## src/rtl/rs232_rx.sv

```systemverilog
`timescale 1ns/1ps
`default_nettype none
// ============================================================================
//  Module   : rs232_rx
//  Purpose  : 8N1 UART receiver (LSB first). The line passes through a 2-FF
//             synchronizer and is sampled at mid-bit. Received bytes go to a
//             one-entry holding register with a valid/ack handshake, a sticky
//             overrun flag and a one-cycle framing-error pulse.
//  Revision : 1.0  initial release
// ============================================================================
module rs232_rx #(
  parameter int CLKS_PER_BIT = 434,
  parameter int HALF_BIT     = CLKS_PER_BIT / 2
) (
  input  logic       clk,
  input  logic       rst,
  input  logic       rx,
  output logic [7:0] data,
  output logic       valid,
  input  logic       ack,
  output logic       overrun,
  output logic       frame_err,
  output logic       busy
);

  localparam int CNT_W = (CLKS_PER_BIT > 1) ? $clog2(CLKS_PER_BIT) : 1;
  localparam logic [CNT_W-1:0] c_bit_last  = CNT_W'(CLKS_PER_BIT - 1);
  localparam logic [CNT_W-1:0] c_half_last = CNT_W'(HALF_BIT - 1);

  typedef enum logic [2:0] {
    S_IDLE      = 3'd0,
    S_START     = 3'd1,
    S_DATA      = 3'd2,
    S_STOP      = 3'd3,
    S_WAIT_IDLE = 3'd4
  } state_t;

  state_t           r_state, w_state_nxt;
  logic             r_sync1, r_sync2;
  logic [CNT_W-1:0] r_cnt, w_cnt_nxt;
  logic [2:0]       r_bit_idx, w_bit_idx_nxt;
  logic [7:0]       r_shift, w_shift_nxt;
  logic             r_deliver, w_deliver_nxt;
  logic             r_frame_err, w_frame_err_nxt;
  logic [7:0]       r_data;
  logic             r_valid;
  logic             r_overrun;
  logic             w_bit_last;

  assign w_bit_last = (r_cnt == c_bit_last);

  // Two-stage synchronizer on the asynchronous line; idles high.
  always_ff @(posedge clk) begin
    if (rst) begin
      r_sync1 <= 1'b1;
      r_sync2 <= 1'b1;
    end else begin
      r_sync1 <= rx;
      r_sync2 <= r_sync1;
    end
  end

  // Frame FSM state and datapath registers.
  always_ff @(posedge clk) begin
    if (rst) begin
      r_state     <= S_IDLE;
      r_cnt       <= '0;
      r_bit_idx   <= '0;
      r_shift     <= '0;
      r_deliver   <= 1'b0;
      r_frame_err <= 1'b0;
    end else begin
      r_state     <= w_state_nxt;
      r_cnt       <= w_cnt_nxt;
      r_bit_idx   <= w_bit_idx_nxt;
      r_shift     <= w_shift_nxt;
      r_deliver   <= w_deliver_nxt;
      r_frame_err <= w_frame_err_nxt;
    end
  end

  // Next-state logic: half-bit start re-check, then one sample per bit period.
  always_comb begin
    w_state_nxt     = r_state;
    w_cnt_nxt       = r_cnt;
    w_bit_idx_nxt   = r_bit_idx;
    w_shift_nxt     = r_shift;
    w_deliver_nxt   = 1'b0;
    w_frame_err_nxt = 1'b0;
    case (r_state)
      S_IDLE: begin
        w_cnt_nxt = '0;
        if (!r_sync2) w_state_nxt = S_START;
      end
      S_START: begin
        if (r_cnt == c_half_last) begin
          w_cnt_nxt     = '0;
          w_bit_idx_nxt = '0;
          // A line back high at mid start bit was only a glitch.
          w_state_nxt   = r_sync2 ? S_IDLE : S_DATA;
        end else begin
          w_cnt_nxt = r_cnt + 1'b1;
        end
      end
      S_DATA: begin
        if (w_bit_last) begin
          w_cnt_nxt              = '0;
          w_shift_nxt[r_bit_idx] = r_sync2;
          if (r_bit_idx == 3'd7) w_state_nxt = S_STOP;
          else                   w_bit_idx_nxt = r_bit_idx + 3'd1;
        end else begin
          w_cnt_nxt = r_cnt + 1'b1;
        end
      end
      S_STOP: begin
        if (w_bit_last) begin
          w_cnt_nxt = '0;
          if (r_sync2) begin
            w_deliver_nxt = 1'b1;
            w_state_nxt   = S_IDLE;
          end else begin
            w_frame_err_nxt = 1'b1;
            w_state_nxt     = S_WAIT_IDLE;
          end
        end else begin
          w_cnt_nxt = r_cnt + 1'b1;
        end
      end
      S_WAIT_IDLE: begin
        // Held-low line (break) reports one error, then waits for idle.
        w_cnt_nxt = '0;
        if (r_sync2) w_state_nxt = S_IDLE;
      end
      default: begin
        w_state_nxt = S_IDLE;
        w_cnt_nxt   = '0;
      end
    endcase
  end

  // One-entry holding register with valid/ack handshake and sticky overrun.
  always_ff @(posedge clk) begin
    if (rst) begin
      r_data    <= '0;
      r_valid   <= 1'b0;
      r_overrun <= 1'b0;
    end else if (r_deliver) begin
      r_data  <= r_shift;
      r_valid <= 1'b1;
      if (r_valid && !ack) r_overrun <= 1'b1;
    end else if (r_valid && ack) begin
      r_valid   <= 1'b0;
      r_overrun <= 1'b0;
    end
  end

  assign data      = r_data;
  assign valid     = r_valid;
  assign overrun   = r_overrun;
  assign frame_err = r_frame_err;
  assign busy      = (r_state != S_IDLE);

endmodule
`default_nettype wire

```

## config.mk

```make
export PLATFORM = sky130hd
export DESIGN_NAME = rs232_rx
export DESIGN_NICKNAME = d
export VERILOG_FILES = /design/src/rtl/rs232_rx.sv
export SDC_FILE = /design/constraint.sdc
export NUM_CORES = 1
export LEC_CHECK = 0
export CORE_ASPECT_RATIO = 1.1
export CORE_UTILIZATION = 50
export DETAILED_ROUTE_END_ITERATION = 10
export GPL_ROUTABILITY_DRIVEN = 0
export PLACE_DENSITY = 0.78
export SLEW_MARGIN = 20
export SYNTH_ARGS = -nofsm -noshare
export SYNTH_HDL_FRONTEND = slang
export SYNTH_SLANG_ARGS = --single-unit
```

## constraint.sdc

```tcl
create_clock -name clk -period 1.81 [get_ports clk]
set_input_delay 0.4525 -clock clk [delete_from_list [all_inputs] [get_ports clk]]
set_output_delay 0.4525 -clock clk [all_outputs]
set_load 0.02 [all_outputs]
```

# After elaboration in Yosys (flattened, before gate mapping)
# Cells that the tools add are included.
# totals
regBits	37
inputBits	4
elab_cells	71
output_inout_bits	12
# classes
n_eq_ne	15
addsub	2
n_bitwise	2
muxes	25
n_reduce_logical	14
n_lt_le_gt_ge	2
# ops
cell	count
$mux W3	10
$mux W9	2
$pmux W9 S2	1
$pmux W3 S5	1
$ne A2 B2 Y1 const B	7
$add A9 B1 Y9 const B	1
$eq A9 B8 Y1 const B	1
$eq A9 B9 Y1 const B	1
$bwmux W8	1
$mux W1	7
$eq A3 B2 Y1 const B	2
$eq A3 B3 Y1 const B	2
$pmux W3 S2	1
$reduce_and A6 Y1	1
$lt A3 B4 Y1 const B	1
$reduce_and A2 Y1	2
$reduce_and A4 Y1	1
$reduce_bool A2 Y1	2
$add A3 B1 Y3 const B	1
$demux W1 S3	1
$eq A3 B1 Y1 const B	1
$ge A3 B1 Y1 const B	1
$logic_and A1 B1 Y1	3
$logic_not A3 Y1	1
7 further kinds	8

# Depth between registers and ports, before layout
# Gate-level depths: netlist of the first run.
# depth
word_depth	5
mapped_depth	7
mapped_depth_nobuf	7

# Worst setup path after synthesis of the first run
# No wires, ideal clock.
# synth_path
path_type	register -> register
startpoint	reg r_state[1]
endpoint	reg r_bit_idx[0]
required_time_ns	1.743
t_arrival_ns	1.707
stages_incl_launch_ff	7
slack_ns	0.035
setup_time_ns	0.067
synth_period_minus_slack_ns	1.775
path_cell_list	dfxtp_1 buf_4 or3b_1 o21a_1 a211o_1 or3_1 a21oi_2
# synth_between
elab_chain_len	3
word_cells_on_any_way	8
# synth_rtl
item	line_no	rtl
from (decl)	38	state_t r_state, w_state_nxt;
from (signal assigned)	73	r_state <= w_state_nxt;
$eq A3 B2 Y1 / $eq A3 B1 Y1 (equally long branches)	90	case (r_state)
$ne A2 B2 Y1 (no source line) / $reduce_bool A2 Y1 (equally long branches)	-	
$reduce_and A4 Y1 (no source line)	-	
to (signal assigned)	75	r_bit_idx <= w_bit_idx_nxt;
to (decl)	41	logic [2:0] r_bit_idx, w_bit_idx_nxt;
# Parallel ways exist; a longest one is shown, timed or not.
# A chain may end at the register's enable or synchronous reset.

# Final worst setup path of the first run
# layout_path
startpoint	reg r_state[0]
endpoint	reg r_bit_idx[0]
# Same word-level chain as after synthesis.

==> results.py, run 1 <==
metrics = {
    "run_status": {
        "outcome": "finished, violations left",
        "violations": "negative setup slack",
    },
    "clock_tree": {
        "cts_hold_buffers": 0,
        "clockBufferDepth": 2,
        "root_buffer": "clkbuf_4",
        "clkLatencyLatePin_ns": 0.35,
        "htreeDepth": 2,
        "cts_buffers": 5,
        "cts_tree": "yes",
        "cts.sinks": 37,
        "clkTransAtPathRegs_ns": 0.11,
    },
    "worst_setup_path": {
        "crit_type": "reg -> reg",
        "slowest_stage": "or3b_4",
        "crit_path_max_incr_delay_ns": 0.40,
        "crit_fanout": 9,
        "crit_chain": "or3b_4 -> o21a_1 -> a211o_1 -> or3_4 -> a21oi_2",
        "cp-start-kind": "register",
        "required_ns": 2.08,
        "crit_arrival_ns": 2.10,
        "r2r_setup_slack_ns": -0.01,
        "endpoint_kind": "register",
    },
    "detailed_routing": {
        "drt-pass1-iter-count": 4,
        "drc": 0,
        "vias_per_cell": 5.53,
        "num_vias": 1355,
        "drt_wl_total_um": 3300,
        "drt.antenna.violating_nets": 0,
        "wl_per_cell_um": 13.5,
        "drt-initial-drc-count": 42,
    },
    "sta": {
        "post-route-period-util": 1.01,
        "finalMaxSlewViolations": 0,
        "hold_violations": 0,
        "setup_viol": 1,
        "max-slew-margin-rel": 0.641,
        "worst_slew_pin_slew_ns": 0.537,
        "finalClockSkew_ns": 0.0165,
        "min_period_ns": 1.82,
        "clock.fmax_mhz": 549,
        "rsz0062_at_grt": "yes",
        "setup_ws_ns": -0.0127,
    },
    "placed_design": {
        "port_buffers": 15,
        "dp_hpwl_um": 2230,
        "placed_cell_area_sq_um": 1880,
        "placedCellCount": 234,
    },
    "run": {
        "cap_viol_max_count": 0,
    },
    "pwr": {
        "vdd_drop_max_v": 0.000751,
        "p_leak_nw": 0.860,
        "power.density_nw_per_um2": 743,
    },
    "yosys": {
        "synth_area_sq_um": 1610,
        "ys_seq_area_frac": 0.459,
        "ys.warnings.count": 0,
        "syn_nets": 188,
        "synth_seq_cells": 37,
        "synth_area_per_cell_sq_um": 9.01,
        "synth_cells": 179,
        "yosysUniqueCellTypes": 37,
    },
    "floorplanning": {
        "ios": 16,
        "die_area_sq_um": 3460,
        "die_x_um": 56.2,
        "die_height_um": 61.6,
        "initial_core_util": 0.529,
        "core.rowCount": 21,
        "core_area_sq_um": 3050,
    },
    "cells_and_area": {
        "area_growth_pct": 27.5,
        "final_common_cell": "dfxtp_1",
        "final-instance-count-excl-fill": 245,
        "n_fill_cell": 245,
        "final_nets": 219,
        "fin_area_sq_um": 2060,
        "antenna_cells": 0,
        "drive_gt1_frac": 0.232,
        "final_cell_mix": "33 x dfxtp_1, 32 x nor2_1, 16 x buf_4",
    },
    "min_path": {
        "hp-class": "reg -> reg",
    },
    "global_route": {
        "grt_max_degree": 15,
        "grt_pass1_vias": 1225,
        "grt_overflow": 0,
        "grt_pass1_wl_um": 5180,
        "grtUsageTotal": 0.196,
        "antenna_found_initial": 0,
    },
}
==> final timing paths <==
kind | endpoint | cells past startpoint | from
setup / recovery | r_bit_idx[0] | 5 | r_state[0]
hold reg to reg | r_sync2 | 1 | r_sync1
setup reg to reg | r_bit_idx[0] | 5 | r_state[0]
hold / removal | r_sync2 | 1 | r_sync1
==> cell families (layout without fill, tap and decap cells) <==
family / after synthesis / in the layout / synth area share
simple gates: 83 / 83 / 0.261
fa+ha+maj: 5 / 5 / 0.0388
flops: 37 / 37 / 0.459
buf+inv: 14 / 46 / 0.0357
xor+xnor: 7 / 7 / 0.0380
compound gates: 18 / 18 / 0.0737
mux: 15 / 15 / 0.0939
==> area by class of cell <==
class                   count  area [sq um]  share of cell area
multi-input cells         128           880               0.428
flip-flops and latches     37           751               0.365
repair buffers             33           290               0.141
clock buffers               7          65.1              0.0316
well taps                  34          42.5              0.0207
inverters                   5          18.8             0.00913
clock inverters             1          8.76             0.00426
==> synthesized netlist by cell type (all sizes together) <==
master,count,share of area
dfxtp,37,0.46
nor2,33,0.077
nand2,16,0.037
mux2i,14,0.087
a21oi,8,0.027
clkbuf,7,0.016
nand3,6,0.019
ha,5,0.039
inv,5,0.012
or2,4,0.016
or3,4,0.016
xnor2,4,0.022
nand3b,3,0.014
nor3b,3,0.014
o21ai,3,0.0093
xor2,3,0.016
a211o,2,0.011
and4b,2,0.012
buf,2,0.0078
nor3,2,0.0062
nor4b,2,0.011
or3b,2,0.011
a31o,1,0.0054
and3,1,0.0039
and4,1,0.0054
and4bb,1,0.0078
mux2,1,0.0070
nand4,1,0.0039
nor2b,1,0.0039
nor4,1,0.0039
o2111ai,1,0.0054
o211a,1,0.0062
o21a,1,0.0047
o31ai,1,0.0047
==> stage by stage <==
step	setup TNS, ns	util	power [W]	setup slack, ns	hold WS [ns]
after CTS	0	0.644	0.00151	0.00750	0.431
after global routing	-0.0288	0.674	0.00159	-0.0209	0.460
final	-0.0127	0.674	0.00153	-0.0127	0.425
after detailed placement	-0.0484	0.617	0.00100	-0.0484	0.399
after floorplan	0	-	0.000943	0.0353	0.389
after global placement	0	0.617	0.000999	0.0293	0.400
==> routing by layer <==
layer / track usage / vias up / wire length, um
met3: 0.0651 / 6 / 129
li1: - / 671 / -
met1: 0.223 / 644 / 1480
met2: 0.347 / 34 / 1650
met5: 0 / - / 0
met4: 0.0836 / 0 / 42
==> flip-flops by register name, indices dropped and copies added (netlist names), 3 cells and up <==
name,count
r_shift,8
r_bit_idx,3
r_cnt,9
r_state,3
data,8
==> worst max-delay path, delay by kind of cell, from the launching register on <==
family / cells / cell delay [ns]
flops: 1 / 0.39
compound gates: 3 / 0.62
simple gates: 2 / 0.74
==> power by group <==
part           switching (W)  internal [W]  leakage, nW
Combinational      0.0000870     0.0000928        0.517
Clock               0.000279      0.000232       0.0419
Sequential         0.0000126      0.000823        0.301
Total               0.000379       0.00115        0.860
==> repair_timing <==
| action | CTS | global route |
|---|---|---|
| hold endpoints to repair | 0 | 0 |
| endpoints found under the setup margin | 6 | 20 |
| buffers inserted | 0 | 2 |
| pin swaps | 1 | 4 |
| resized for setup | 10 | 21 |
| gates cloned | 0 | 1 |
Note: power is estimated with default switching activity, not from simulation.
==> run 2: changes to the inputs <==
--- a/config.mk
+++ b/config.mk
@@ -10,6 +10,7 @@
 export DETAILED_ROUTE_END_ITERATION = 10
 export GPL_ROUTABILITY_DRIVEN = 0
 export PLACE_DENSITY = 0.78
+export SKIP_CTS_REPAIR_TIMING = 1
 export SLEW_MARGIN = 20
 export SYNTH_ARGS = -nofsm -noshare
 export SYNTH_HDL_FRONTEND = slang
==> results.py, run 2 (synthesis gave the netlist of run 1 again) <==
metrics = {
    "cells_and_area": {
        "final_nets": 218,
        "antenna_cells": 0,
        "final_cell_mix": "33 x dfxtp_1, 32 x nor2_1, 15 x nand2_1, 15 x buf_4, 14 x mux2i_1",
        "fin_area_sq_um": 2050,
        "final_common_cell": "dfxtp_1",
        "largest_reg_flops": 9,
        "regMostFlops": "r_cnt",
        "drive_gt1_frac": 0.233,
        "area_growth_pct": 26.8,
    },
    "global_route": {
        "grt_pass1_wl_um": 5150,
        "grt_overflow": 0,
        "grtUsageTotal": 0.195,
        "grt_pass1_vias": 1221,
        "grt_max_degree": 15,
        "antenna_found_initial": 0,
    },
    "clock_tree": {
        "clockBufferDepth": 2,
        "cts.sinks": 37,
        "clkLatencyLatePin_ns": 0.35,
        "cts_tree": "yes",
        "clkTransAtPathRegs_ns": 0.12,
        "htreeDepth": 2,
        "cts_buffers": 5,
        "root_buffer": "clkbuf_4",
    },
    "worst_setup_path": {
        "required_ns": 2.08,
        "crit_fanout": 8,
        "endpoint_kind": "register",
        "slowest_stage": "or3b_4",
        "crit_start": "r_state[2]",
        "crit_chain": "or3b_4 -> o21a_1 -> a211o_1 -> or3_4 -> a21oi_2",
        "cp-start-kind": "register",
        "r2r_setup_slack_ns": 0.006,
        "r2r_start": "r_state[2]",
        "crit_type": "reg -> reg",
        "crit_arrival_ns": 2.08,
        "crit_path_max_incr_delay_ns": 0.40,
    },
    "min_path": {
        "hold_start": "r_sync1",
        "hp-class": "reg -> reg",
    },
    "placed_design": {
        "placed_cell_area_sq_um": 1880,
        "dp_hpwl_um": 2230,
        "port_buffers": 15,
        "post-place-ws_ns": -0.0484,
    },
    "detailed_routing": {
        "drt-pass1-iter-count": 4,
        "topRoutingLayerUsed": "met4",
        "wl_per_cell_um": 13.4,
        "drt.antenna.violating_nets": 0,
        "num_vias": 1355,
        "vias_per_cell": 5.55,
        "wl_met1_um": 1420,
        "wl_met3_um": 152,
        "drt_wl_total_um": 3280,
        "drc": 0,
        "drt-initial-drc-count": 39,
        "met2WireLength_um": 1680,
    },
    "floorplanning": {
        "die_x_um": 56.2,
        "core.rowCount": 21,
        "die_area_sq_um": 3460,
        "core_area_sq_um": 3050,
        "ios": 16,
        "die_height_um": 61.6,
        "initial_core_util": 0.529,
    },
    "sta": {
        "hold_violations": 0,
        "tns_ns": 0,
        "max-slew-margin-rel": 0.637,
        "min_period_ns": 1.80,
        "setup_ws_ns": 0.00616,
        "finalClockSkew_ns": 0.0161,
        "rsz0062_at_grt": "yes",
        "clock.fmax_mhz": 554,
        "worst_slew_pin_slew_ns": 0.543,
        "setup_viol": 0,
        "whs_ns": 0.427,
        "finalMaxSlewViolations": 0,
        "post-route-period-util": 0.997,
    },
    "pwr": {
        "vdd_drop_max_v": 0.000738,
        "p_leak_nw": 0.870,
        "finalPower_w": 0.00152,
        "power.density_nw_per_um2": 744,
    },
    "run": {
        "cap_viol_max_count": 0,
    },
    "run_status": {
        "outcome": "finished clean",
    },
}
## run 2: changes by cell type in the layout (fill, tap and decap cells not counted)
cell and delta:
a31o_4 -1, a31o_2 +1, dlymetal6s2s_1 +1, buf_4 -1
dlygate4sd2_1 -1, or3b_1 -1, or3b_4 +1
## run 2: area by class of cell
type	count	area (sq um)
Fill cell	250	1000
Multi-Input combinational cell	128	873
Sequential cell	37	751
Timing Repair Buffer	32	287
Clock buffer	7	65.1
Tap cell	34	42.5
Inverter	5	18.8
Clock inverter	1	8.76
## run 2: path summary, 6_finish.rpt
| kind | cells past startpoint | to |
|---|---|---|
| worst max-delay path | 5 | r_bit_idx[0] |
| worst min-delay path | 1 | r_sync2 |
| worst max register to register | 5 | r_bit_idx[0] |
| worst min register to register | 1 | r_sync2 |
## run 2: routing by layer
metal / GRT usage / vias up
li1: - / 669
met1: 0.223 / 648
met2: 0.340 / 34
met3: 0.0651 / 4
met4: 0.0871 / 0
met5: 0 / -
## run 2: critical path, delay by kind of cell, from the launching register on
| family | cells | cell delay [ns] |
|---|---|---|
| AOI/OAI and AO/OA | 3 | 0.60 |
| DFF | 1 | 0.39 |
| and+or+nand+nor | 2 | 0.74 |
## run 2: per-stage QoR
step / util / std cells
global route: 0.671 / 244
global placement: 0.617 / 234
finish: 0.671 / 244
floorplan: - / 179
detailed placement: 0.617 / 234
CTS: 0.641 / 242
## run 2: power breakdown
part           total [W]  switching, W  internal, W
Combinational   0.000175     0.0000843    0.0000904
Clock           0.000512      0.000280     0.000232
Sequential      0.000835     0.0000115     0.000823
Total            0.00152      0.000375      0.00115
